===== config.mk =====
export PLATFORM = sky130hd
export DESIGN_NAME = preg_free_list_ctrl
export DESIGN_NICKNAME = d
export VERILOG_FILES = /design/src/rtl/preg_free_list_ctrl.sv
export SDC_FILE = /design/constraint.sdc
export NUM_CORES = 1
export LEC_CHECK = 0
export CORE_ASPECT_RATIO = 1.25
export CORE_UTILIZATION = 50
export DETAILED_ROUTE_END_ITERATION = 10
export PLACE_DENSITY = 0.81
export SETUP_SLACK_MARGIN = 0.3
export SLEW_MARGIN = 5
export SYNTH_ARGS = -nofsm -noshare
export SYNTH_HDL_FRONTEND = slang
export SYNTH_SLANG_ARGS = --single-unit

===== constraint.sdc =====
create_clock -name clk -period 13.4 [get_ports clk]
set_clock_uncertainty 0.15 [all_clocks]
set_input_delay 1.34 -clock clk [delete_from_list [all_inputs] [get_ports clk]]
set_output_delay 1.34 -clock clk [all_outputs]
set_load 0.1 [all_outputs]

===== src/rtl/preg_free_list_ctrl.sv =====
// ---------------------------------------------------------------------------
// preg_free_list_ctrl
//   Controller for the rename-stage physical-register free list, which lives
//   in an external multi-write FIFO that does not seed itself on reset.
//   After reset it pushes INIT_COUNT consecutive pregs starting at INIT_START,
//   then grants one preg per cycle to rename and round-robin arbitrates up to
//   NUM_REL release sources onto the FIFO write lanes. The occupancy count is
//   kept locally; the FIFO's empty/full flags are only cross-checked.
//
// Ports
//   clk, reset   clock, synchronous active-high reset
//   alloc_req    rename requests one preg
//   alloc_gnt    request granted this cycle (combinational)
//   alloc_preg   granted preg, passthrough of the FIFO head
//   rel_valid    per-source release request
//   rel_preg     per-source preg being released
//   rel_ready    per-source accept (valid & ready completes a release)
//   fl_wr_en     FIFO write-lane enables
//   fl_wr_data   FIFO write-lane data
//   fl_full      FIFO full flag (checking only)
//   fl_rd_en     FIFO pop
//   fl_rd_data   FIFO head
//   fl_empty     FIFO empty flag (checking only)
//   init_done    high once seeding is finished
//   free_count   number of free pregs currently held in the FIFO
// ---------------------------------------------------------------------------
module preg_free_list_ctrl #(
  parameter int unsigned PREG_WIDTH    = 7,
  parameter int unsigned FL_ADDR_WIDTH = 6,
  parameter int unsigned NUM_WR_WIDTH  = 1,
  parameter int unsigned NUM_REL       = 4,
  parameter int unsigned INIT_START    = 32,
  parameter int unsigned INIT_COUNT    = 32
) (
  input  logic                                           clk,
  input  logic                                           reset,
  input  logic                                           alloc_req,
  output logic                                           alloc_gnt,
  output logic [PREG_WIDTH-1:0]                          alloc_preg,
  input  logic [NUM_REL-1:0]                             rel_valid,
  input  logic [NUM_REL-1:0][PREG_WIDTH-1:0]             rel_preg,
  output logic [NUM_REL-1:0]                             rel_ready,
  output logic [(1<<NUM_WR_WIDTH)-1:0]                   fl_wr_en,
  output logic [(1<<NUM_WR_WIDTH)-1:0][PREG_WIDTH-1:0]   fl_wr_data,
  input  logic                                           fl_full,
  output logic                                           fl_rd_en,
  input  logic [PREG_WIDTH-1:0]                          fl_rd_data,
  input  logic                                           fl_empty,
  output logic                                           init_done,
  output logic [FL_ADDR_WIDTH:0]                         free_count
);

  localparam int unsigned DEPTH  = 1 << FL_ADDR_WIDTH;
  localparam int unsigned NUM_WR = 1 << NUM_WR_WIDTH;
  localparam int unsigned CNT_W  = FL_ADDR_WIDTH + 1;
  localparam int unsigned LANE_W = NUM_WR_WIDTH + 1;
  localparam int unsigned RR_W   = (NUM_REL > 1) ? $clog2(NUM_REL) : 1;
  localparam int unsigned SCAN_W = RR_W + 1;

  typedef enum logic {
    ST_INIT = 1'b0,
    ST_RUN  = 1'b1
  } state_e;

  state_e                               state_q;
  state_e                               state_d;
  logic [CNT_W-1:0]                     init_cnt_q;
  logic [RR_W-1:0]                      rr_ptr_q;
  logic [RR_W-1:0]                      rr_ptr_d;

  logic [CNT_W-1:0]                     init_left;
  logic [LANE_W-1:0]                    init_n;
  logic [NUM_WR-1:0]                    init_lane_en;
  logic [NUM_WR-1:0][PREG_WIDTH-1:0]    init_lane_data;

  logic                                 run_active;
  logic                                 grant_alloc;

  logic [CNT_W-1:0]                     room;
  logic [LANE_W-1:0]                    slots;
  logic [LANE_W-1:0]                    grant_cnt;
  logic [SCAN_W-1:0]                    scan;
  logic [SCAN_W-1:0]                    rr_next_scan;
  logic [RR_W-1:0]                      idx;
  logic [RR_W-1:0]                      last_idx;
  logic [NUM_REL-1:0]                   rel_grant;
  logic [NUM_WR-1:0]                    rel_lane_en;
  logic [NUM_WR-1:0][PREG_WIDTH-1:0]    rel_lane_data;

  // State register.
  always_ff @(posedge clk) begin
    if (reset) begin
      state_q <= ST_INIT;
    end else begin
      state_q <= state_d;
    end
  end

  // Next state: leave INIT on the cycle that pushes the last seed.
  // With INIT_COUNT=0 the comparison holds immediately, giving one INIT cycle.
  always_comb begin
    state_d = state_q;
    case (state_q)
      ST_INIT: begin
        if ((init_cnt_q + CNT_W'(init_n)) >= CNT_W'(INIT_COUNT)) begin
          state_d = ST_RUN;
        end
      end
      ST_RUN:  state_d = ST_RUN;
      default: state_d = ST_INIT;
    endcase
  end

  // Seed lanes: up to NUM_WR consecutive pregs per cycle.
  always_comb begin
    init_left      = CNT_W'(INIT_COUNT) - init_cnt_q;
    init_n         = (init_left >= CNT_W'(NUM_WR)) ? LANE_W'(NUM_WR) : LANE_W'(init_left);
    init_lane_en   = '0;
    init_lane_data = '0;
    for (int unsigned l = 0; l < NUM_WR; l++) begin
      if (LANE_W'(l) < init_n) begin
        init_lane_en[l]   = 1'b1;
        init_lane_data[l] = PREG_WIDTH'(INIT_START + 32'(init_cnt_q) + l);
      end
    end
  end

  // Allocation decision; feeds both the pop and the release slot budget.
  always_comb begin
    run_active  = (state_q == ST_RUN) && !reset;
    grant_alloc = run_active && alloc_req && (free_count != '0);
  end

  // Release arbitration. A same-cycle pop reserves one entry so that the
  // pop+push pair can never bring the count to DEPTH.
  always_comb begin
    room = CNT_W'(DEPTH) - free_count;
    if (grant_alloc && (room != '0)) begin
      room = room - CNT_W'(1);
    end
    slots = (room >= CNT_W'(NUM_WR)) ? LANE_W'(NUM_WR) : LANE_W'(room);

    rel_grant     = '0;
    rel_lane_en   = '0;
    rel_lane_data = '0;
    grant_cnt     = '0;
    last_idx      = rr_ptr_q;
    scan          = '0;
    idx           = '0;
    for (int unsigned j = 0; j < NUM_REL; j++) begin
      scan = {1'b0, rr_ptr_q} + SCAN_W'(j);
      if (scan >= SCAN_W'(NUM_REL)) begin
        scan = scan - SCAN_W'(NUM_REL);
      end
      idx = scan[RR_W-1:0];
      // Granted sources fill lanes 0..k-1 in scan order.
      if (run_active && rel_valid[idx] && (grant_cnt < slots)) begin
        rel_grant[idx]                          = 1'b1;
        rel_lane_en[grant_cnt[LANE_W-2:0]]      = 1'b1;
        rel_lane_data[grant_cnt[LANE_W-2:0]]    = rel_preg[idx];
        grant_cnt                               = grant_cnt + LANE_W'(1);
        last_idx                                = idx;
      end
    end

    rr_next_scan = {1'b0, last_idx} + SCAN_W'(1);
    if (rr_next_scan >= SCAN_W'(NUM_REL)) begin
      rr_next_scan = '0;
    end
    rr_ptr_d = rr_next_scan[RR_W-1:0];
  end

  // Outputs: everything quiet during reset; INIT drives seeds, RUN drives
  // allocation and releases.
  always_comb begin
    init_done  = 1'b0;
    alloc_gnt  = 1'b0;
    fl_rd_en   = 1'b0;
    rel_ready  = '0;
    fl_wr_en   = '0;
    fl_wr_data = '0;
    alloc_preg = fl_rd_data;
    if (!reset) begin
      case (state_q)
        ST_INIT: begin
          fl_wr_en   = init_lane_en;
          fl_wr_data = init_lane_data;
        end
        ST_RUN: begin
          init_done  = 1'b1;
          alloc_gnt  = grant_alloc;
          fl_rd_en   = grant_alloc;
          rel_ready  = rel_grant;
          fl_wr_en   = rel_lane_en;
          fl_wr_data = rel_lane_data;
        end
        default: ;
      endcase
    end
  end

  // Seed counter, occupancy count and round-robin pointer.
  always_ff @(posedge clk) begin
    if (reset) begin
      init_cnt_q <= '0;
      rr_ptr_q   <= '0;
      free_count <= '0;
    end else if (state_q == ST_INIT) begin
      init_cnt_q <= init_cnt_q + CNT_W'(init_n);
      free_count <= free_count + CNT_W'(init_n);
    end else begin
      free_count <= free_count + CNT_W'(grant_cnt) - CNT_W'(grant_alloc);
      if (grant_cnt != '0) begin
        rr_ptr_q <= rr_ptr_d;
      end
    end
  end

  // Local occupancy must track the FIFO's own flags once running.
  a_empty_tracks: assert property (@(posedge clk) disable iff (reset)
    (state_q == ST_RUN) |-> (fl_empty == (free_count == '0)));
  a_full_tracks: assert property (@(posedge clk) disable iff (reset)
    (state_q == ST_RUN) |-> (fl_full == (free_count == CNT_W'(DEPTH))));
  a_no_write_in_reset: assert property (@(posedge clk)
    reset |-> (fl_wr_en == '0));

endmodule


# Word level (Yosys, flattened, before mapping)
# Cells that the tools add are included.
[totals]
ff_bits = 17
latchBits = 0
ramBits = 0
romBits = 0
out_inout_bits = 37
word_cells = 167
memories = 0
[op_classes]
n_addsub = 20
mul = 0
n_div = 0
n_lt_le_gt_ge = 28
n_eq_ne = 0
n_shift = 0
muxes = 84
bitwise = 7
n_reduce_logical = 24
[op_table]
columns = ["cell", "count"]
rows = [
  ["2-to-1 mux 7 bit", 12],
  ["binary-select mux 7 bit (select 2 bit)", 4],
  ["2-to-1 mux 14 bit", 4],
  ["bitwise mux 14 bit", 3],
  ["2-to-1 mux 2 bit", 18],
  ["case mux 14 bit (2 select lines)", 1],
  ["2-to-1 mux 4 bit", 6],
  ["adder 7 x 2 -> 7 bit", 3],
  ["demux 7 bit (select 1 bit)", 3],
  ["2-to-1 mux 1 bit", 20],
  ["logical AND 1 bit", 19],
  ["greater-or-equal comparator 7 x 2 -> 1 bit (second input constant)", 2],
  ["nonzero test 7 bit", 2],
  ["greater-or-equal comparator 3 bit (second input constant)", 4],
  ["less-than comparator 2 x 3 -> 1 bit (second input constant)", 4],
  ["OR 4 bit", 3],
  ["binary-select mux 1 bit (select 2 bit)", 4],
  ["demux 1 bit (select 2 bit)", 4],
  ["greater-or-equal comparator 2 x 1 -> 1 bit (second input constant)", 4],
  ["subtractor 2 x 1 -> 2 bit (second input constant)", 4],
  ["adder 6 x 7 -> 7 bit (first input constant)", 1],
  ["adder 7 x 1 -> 7 bit (second input constant)", 1],
  ["greater-or-equal comparator 7 x 6 -> 1 bit (second input constant)", 1],
  ["subtractor 6 x 7 -> 7 bit (first input constant)", 1],
  ["20 further kinds", 35],
]

# Longest topological paths before layout
# Gate-level depths: netlist (run 1).
[logic_depth]
depth_word = 25
mapped_depth = 35

# Least setup slack after synthesis (run 1)
# OpenSTA, ideal clock, no wires.
[synth_path]
path_type = "reg-to-output"
startpoint = "register free_count[0]"
endpoint = "output port fl_wr_data[0] (netlist name)"
arrival_time_ns = 7.731
required_time_ns = 11.910
setup_slack_ns = 4.179
path_stages_with_launch = 21
cell_sequence = "dfxtp_1 buf_2 inv_1 ha_1 and4bb_2 a41oi_2 a211oi_2 o32ai_2 a41oi_1 clkbuf_1 ha_1 nor2b_1 nand4_1 a21oi_1 a211oi_2 nor4b_4 buf_4 nor2_1 nor2_1 o22ai_1 a311oi_1"
[synth_rtl]
columns = ["element", "line", "text"]
rows = [
  ["start, declared", "50", "output logic [FL_ADDR_WIDTH:0] free_count"],
  ["start signal, assigned", "210", "free_count <= free_count + CNT_W'(init_n);"],
  ["start signal, assigned", "212", "free_count <= free_count + CNT_W'(grant_cnt) - CNT_W'(grant_alloc);"],
  ["end, declared", "44", "output logic [(1<<NUM_WR_WIDTH)-1:0][PREG_WIDTH-1:0] fl_wr_data,"],
]

==> results.yml, run 1 <==
clock_tree:
  clkTransAtPathRegs_ns: 0.07
  cts_resized: 0
  cts_hold_buffers: 0
  cts_tree: "yes"
  post_cts_buffers: 0
  numCtsBuffers: 3
  clock_sinks: 17
  insertion_delay_ns: 0.26
  cts.path.max_buffers: 2
  cts_htree_levels: 1
  cts-root-buf: "clkbuf_8"
yosys:
  synth_nets: 575
  synth_flop_cell: "dfxtp_1"
  ys_types: 75
  ys_ff_latch: 17
  syn_avg_cell_area_um2: 7.927
  syn_area_um2: 3924
  synth-edff-count: 0
  syn_inst: 495
  yosysWarnings: 0
  ys_seq_area_share_pct: 8.673
  async_flop_share_pct: 0
placed_design:
  port_buffers: 64
  dp_hpwl_mm: 7.839
  dpl_cell_area_um2: 4463
  place.gp.congestion: 0.9290
floorplan:
  core-area_um2: 7488
  rows: 35
  initial_utilization_pct: 52.40
  dieArea_um2: 8208
  die_h_um: 101.0
  io_pins: 81
  die_width_um: 81.24
drt:
  detail_route.wl_per_cell_um: 16.97
  post-route-drc-count: 0
  ant_nets: 0
  via_count: 3984
  wirelength_mm: 10.39
  avgViaCountPerCell: 6.510
  first_pass_iters: 5
  drt-initial-drc-count: 257
power_and_ir_drop:
  cellPowerDensity_nw_per_um2: 76.57
  ir_worst_vdd_uv: 75.93
  power.total_uw: 345.3
  cellLeakagePower_uw: 0.001624
global_routing:
  antenna_found_initial: 0
  grt_pass1_wl_mm: 17.36
  overflow: 0
  grtUsageMet1_pct: 33.63
  grt_pass1_vias: 3715
  grt_util_met3_pct: 2.715
  grt_max_degree: 44
  gr-usage-all-layers_pct: 26.09
  top_usage_layer: "met2"
  use_met2_pct: 45.05
sta:
  slew_headroom_pct: 26.35
  finalHoldViolCount: 0
  setup_viol: 0
  tightest_slew_ns: 1.095
  max_freq_mhz: 91.66
  finalCriticalPeriod_ns: 10.91
  slew_violations: 0
  period_share_pct: 81.42
  rsz0062_at_grt: "false"
  fin_setup_tns_ns: 0
cells_and_area:
  fin_util_pct: 60.22
  drive_gt1_share_pct: 10.96
  n_antenna_cell: 0
  area_delta_synth_final_pct: 14.92
  final_nets: 601
  finish.instance_area_um2: 4509
outcome:
  status: "complete, no violations"
critical_path:
  worstRegToRegCells: 28
  r2r_slack_ns: 5.05
  worstSetupPathType: "input port to output port"
  cp-start-kind: "input port"
  arrival_ns: 9.42
  critPathRequiredTime_ns: 11.91
  timing.rr.start: "rr_ptr_q[0]"
  worstPathMaxFanout: 26
  worstReg2RegEnd: "free_count[6]"
  end_kind: "output port"
min_path:
  worstHoldStart: "init_cnt_q[6]"
  worstHoldPathType: "register to register"
  hold_end: "init_cnt_q[6]"
  whs_path_depth: 2
flow_run:
  drv_cap: 0
placed cells by master, fill, tap and decap left out, types with 4 or more instances in the layout:
master,n
a31oi_1,6
nand2_1,35
nand2b_1,6
nor3_1,8
xnor2_1,18
and2_1,4
xor2_1,8
a21oi_1,25
nor2_1,52
o211a_1,8
nor2b_1,5
buf_4,4
mux2i_1,16
o21ai_0,20
mux4_2,17
a222oi_1,4
a22oi_1,6
inv_1,23
clkdlybuf4s50_1,64
a311oi_1,9
a211oi_1,17
nand4_1,4
a21o_1,4
dfxtp_1,16
mux2_2,8
ha_1,34
nand3_1,17
o22ai_1,12
synthesized netlist by cell type, drive strengths merged (5+ instances only):
| cell | n | share of area [%] |
|---|---|---|
| a211oi | 20 | 4.2 |
| a21oi | 26 | 3.4 |
| a22oi | 6 | 1.1 |
| a311oi | 9 | 2.0 |
| a31oi | 6 | 0.96 |
| buf | 24 | 4.1 |
| clkbuf | 23 | 2.2 |
| dfxtp | 17 | 8.7 |
| ha | 34 | 11 |
| inv | 26 | 2.5 |
| mux2 | 8 | 2.3 |
| mux2i | 16 | 4.1 |
| mux4 | 17 | 9.8 |
| nand2 | 35 | 3.3 |
| nand2b | 6 | 0.96 |
| nand3 | 19 | 2.9 |
| nor2 | 52 | 5.0 |
| nor2b | 5 | 0.80 |
| nor3 | 8 | 1.0 |
| o211a | 8 | 2.0 |
| o21ai | 24 | 3.2 |
| o22ai | 12 | 1.9 |
| xnor2 | 18 | 4.0 |
| xor2 | 8 | 1.8 |
per-layer routing:
layer | up-vias | wire length, um
met3 | 28 | 622
li1 | 1911 | -
met2 | 181 | 5112
met1 | 1864 | 4438
met4 | 0 | 214
met5 | - | 0
state kept, by name (all words and copies together), names as in the netlist:
register,flops
rr_ptr_q,2
state_q,1
free_count,7
init_cnt_q,7
critical path: stages:
cell             delay, ns
clkdlybuf4s50_1       1.02
inv_1                 0.17
nand2_1               0.21
inv_2                 0.13
o211ai_4              0.15
inv_2                 0.11
o21a_1                0.15
o32ai_2               0.42
nand4_1               0.29
and2_1                0.37
ha_1                  0.56
nor2b_1               0.26
nand4_1               0.12
a21oi_1               0.19
a211oi_2              0.09
or3_1                 0.40
o31ai_4               0.80
a21boi_1              0.83
mux2i_1               0.17
a221oi_1              0.40
clkdlybuf4s50_1       1.21
logic make-up (layout without fill, tap and decap cells):
| logic type | Yosys count | after routing | share of synthesized area [%] |
|---|---|---|---|
| XOR/XNOR | 26 | 26 | 5.804 |
| buffers and inverters | 73 | 98 | 8.801 |
| adder cells (fa/ha/maj) | 37 | 37 | 12.12 |
| flip-flops | 17 | 17 | 8.674 |
| multiplexers | 41 | 41 | 16.14 |
| AO/OA/AOI/OAI | 153 | 153 | 29.72 |
| AND/OR/NAND/NOR | 148 | 148 | 18.75 |
cell type report:
cell class / instances / area (um^2)
clock buffer: 3 / 41.29
clock inverter: 1 / 5.005
fill: 683 / 2979
inverter: 26 / 97.59
multi-input combinational: 405 / 3238
sequential: 17 / 341.6
tap: 92 / 115.1
timing repair buffer: 68 / 670.6
stage by stage:
stage | hold WS [ns] | std cells | setup slack [ns]
floorplan | 0.3940 | 495 | 4.179
global placement | 0.4260 | 608 | 2.746
detailed placement | 0.4273 | 608 | 2.628
CTS | 0.4425 | 612 | 2.597
global route | 0.5060 | 612 | 2.026
finish | 0.4441 | 612 | 2.490
where the power goes:
group	internal [uW]	switching, uW	leakage [uW]
combinational	85.2	150	0.00146
sequential	55.5	13.3	0.000139
clock	20.7	20.5	0.0000255
total	161	184	0.00162
how the worst max path moves through the flow:
| stage | start | end | slack (ns) | cells past startpoint |
|---|---|---|---|---|
| floorplan | free_count[0] | fl_wr_data[0] | 4.18 | 20 |
| global placement | reset | fl_wr_data[10] | 2.75 | 21 |
| detailed placement | reset | fl_wr_data[10] | 2.63 | 21 |
| CTS | reset | fl_wr_data[10] | 2.60 | 21 |
| global route | reset | fl_wr_data[10] | 2.03 | 21 |
| finish | reset | fl_wr_data[10] | 2.49 | 21 |
Note: power is estimated with default switching activity, not from simulation.
==> run 2: changes to the inputs <==
clock period = 10.1 ns   (was 13.4 ns; I/O delays follow)
==> run 2 against run 1 <==
  * Final cell count is 0.82% higher
  * Sequential power is 34% higher
  * Design area hardly changed
  * Flip-flop and latch count stayed put
  * Critical path type unchanged
  * Global-route usage is 0.48 points higher
==> results.yml, run 2 (synthesis results as in run 1) <==
outcome:
  status: "complete, no violations"
global_routing:
  top_usage_layer: "met2"
  overflow: 0
  use_met2_pct: 44.99
  grt_max_degree: 44
  grtUsageMet1_pct: 34.33
  gr-usage-all-layers_pct: 26.56
  grt_pass1_vias: 3745
  grt_pass1_wl_mm: 17.54
  antenna_found_initial: 0
  grt_util_met3_pct: 2.715
drt:
  ant_nets: 0
  detail_route.wl_per_cell_um: 17.11
  avgViaCountPerCell: 6.460
  drt-initial-drc-count: 301
  via_count: 3986
  first_pass_iters: 7
  post-route-drc-count: 0
  wirelength_mm: 10.56
sta:
  tightest_slew_ns: 1.087
  period_share_pct: 86.10
  whs_ns: 0.4481
  max_freq_mhz: 115.0
  slew_headroom_pct: 26.88
  rsz0062_at_grt: "false"
  slew_violations: 0
  finalCriticalPeriod_ns: 8.696
  fin_setup_tns_ns: 0
  finalHoldViolCount: 0
  setup_viol: 0
  setup_ws_ns: 1.404
cells_and_area:
  final_cell_count_no_fill: 617
  multi_input_comb_area_um2: 3238
  final_nets: 606
  most-common-layout-cells: "nor2_1, clkdlybuf4s50_1, nand2_1"
  n_fill_cell: 658
  area_delta_synth_final_pct: 14.83
  n_antenna_cell: 0
  layout_commonest_cell: "nor2_1"
  reg_top3: "free_count x7, init_cnt_q x7, rr_ptr_q x2"
  register_area_um2: 341.6
  drive_gt1_share_pct: 14.67
floorplan:
  rows: 35
  core-area_um2: 7488
  dieArea_um2: 8208
  die_width_um: 81.24
  io_pins: 81
  initial_utilization_pct: 52.40
  die_h_um: 101.0
placed_design:
  pre_cts_ws_ns: 1.476
  dp_hpwl_mm: 7.944
  place_inst: 613
  port_buffers: 64
  place.gp.congestion: 0.9021
power_and_ir_drop:
  cellPowerDensity_nw_per_um2: 100.9
  power.total_uw: 454.8
  cellLeakagePower_uw: 0.001673
  ir_worst_vdd_uv: 95.03
clock_tree:
  insertion_delay_ns: 0.26
  cts_hold_buffers: 0
  cts-root-buf: "clkbuf_8"
  numCtsBuffers: 3
  cts.path.max_buffers: 2
  cts_htree_levels: 1
  post_cts_buffers: 0
  clock_sinks: 17
  cts_resized: 0
  cts_tree: "yes"
  clkTransAtPathRegs_ns: 0.06
critical_path:
  critPathRequiredTime_ns: 8.94
  arrival_ns: 7.54
  worstPathMaxFanout: 20
  worstSetupPathType: "input port to output port"
  end_kind: "output port"
  cp-start-kind: "input port"
flow_run:
  drv_cap: 0
min_path:
  worstHoldPathType: "register to register"
[run 2: per-layer routing]
metal	share of wire, %	wire [um]
met5	0	0
met4	2.0	212
met3	6.7	712
met2	50	5260
met1	41	4371
[run 2: final cells by class]
cell class,instances,area share (%)
Timing Repair Buffer,73,14.83
Sequential cell,17,7.581
Multi-Input combinational cell,405,71.87
Tap cell,92,2.555
Clock buffer,4,0.9997
Inverter,26,2.166
[run 2: final timing paths]
kind | from | end | slack (ns) | cells past startpoint
worst max-delay path | reset | rel_ready[2] | 1.40 | 21
worst min-delay path | init_cnt_q[6] | init_cnt_q[6] | 0.45 | 2
worst max register to register | rr_ptr_q[0] | free_count[6] | 2.27 | 28
worst min register to register | init_cnt_q[6] | init_cnt_q[6] | 0.45 | 2
[run 2: stage by stage]
stage                     area, um^2  utilization, %
after global placement          4461           59.57
final                           4506           60.17
after detailed placement        4461           59.57
after floorplan                 3924               -
after CTS                       4506           60.17
after global routing            4506           60.17
[run 2: worst max-delay path, cell delays in order]
cell	delay [ns]
clkdlybuf4s50_1	0.99
inv_1	0.18
nand2_1	0.22
inv_2	0.13
o211ai_4	0.15
inv_2	0.12
o21a_1	0.15
o32ai_2	0.43
nand4_1	0.31
and2_1	0.38
ha_1	0.38
nor2b_1	0.20
nand4_1	0.14
a21oi_1	0.23
a211oi_2	0.10
or3_1	0.40
o31ai_4	0.42
buf_4	0.32
nand2_1	0.08
nand2_1	0.06
clkdlybuf4s50_1	1.12
[run 2: power breakdown]
group	internal (uW)	switching (uW)
Clock	28.0	23.7
Combinational	112	199
Sequential	73.7	18.4
Total	214	241
==> run 3: changes to the inputs <==
SKIP_CTS_REPAIR_TIMING = 1   (was not set)
==> results of run 3 <==
The final DEF is identical to that of run 2; final timing and power are the same.
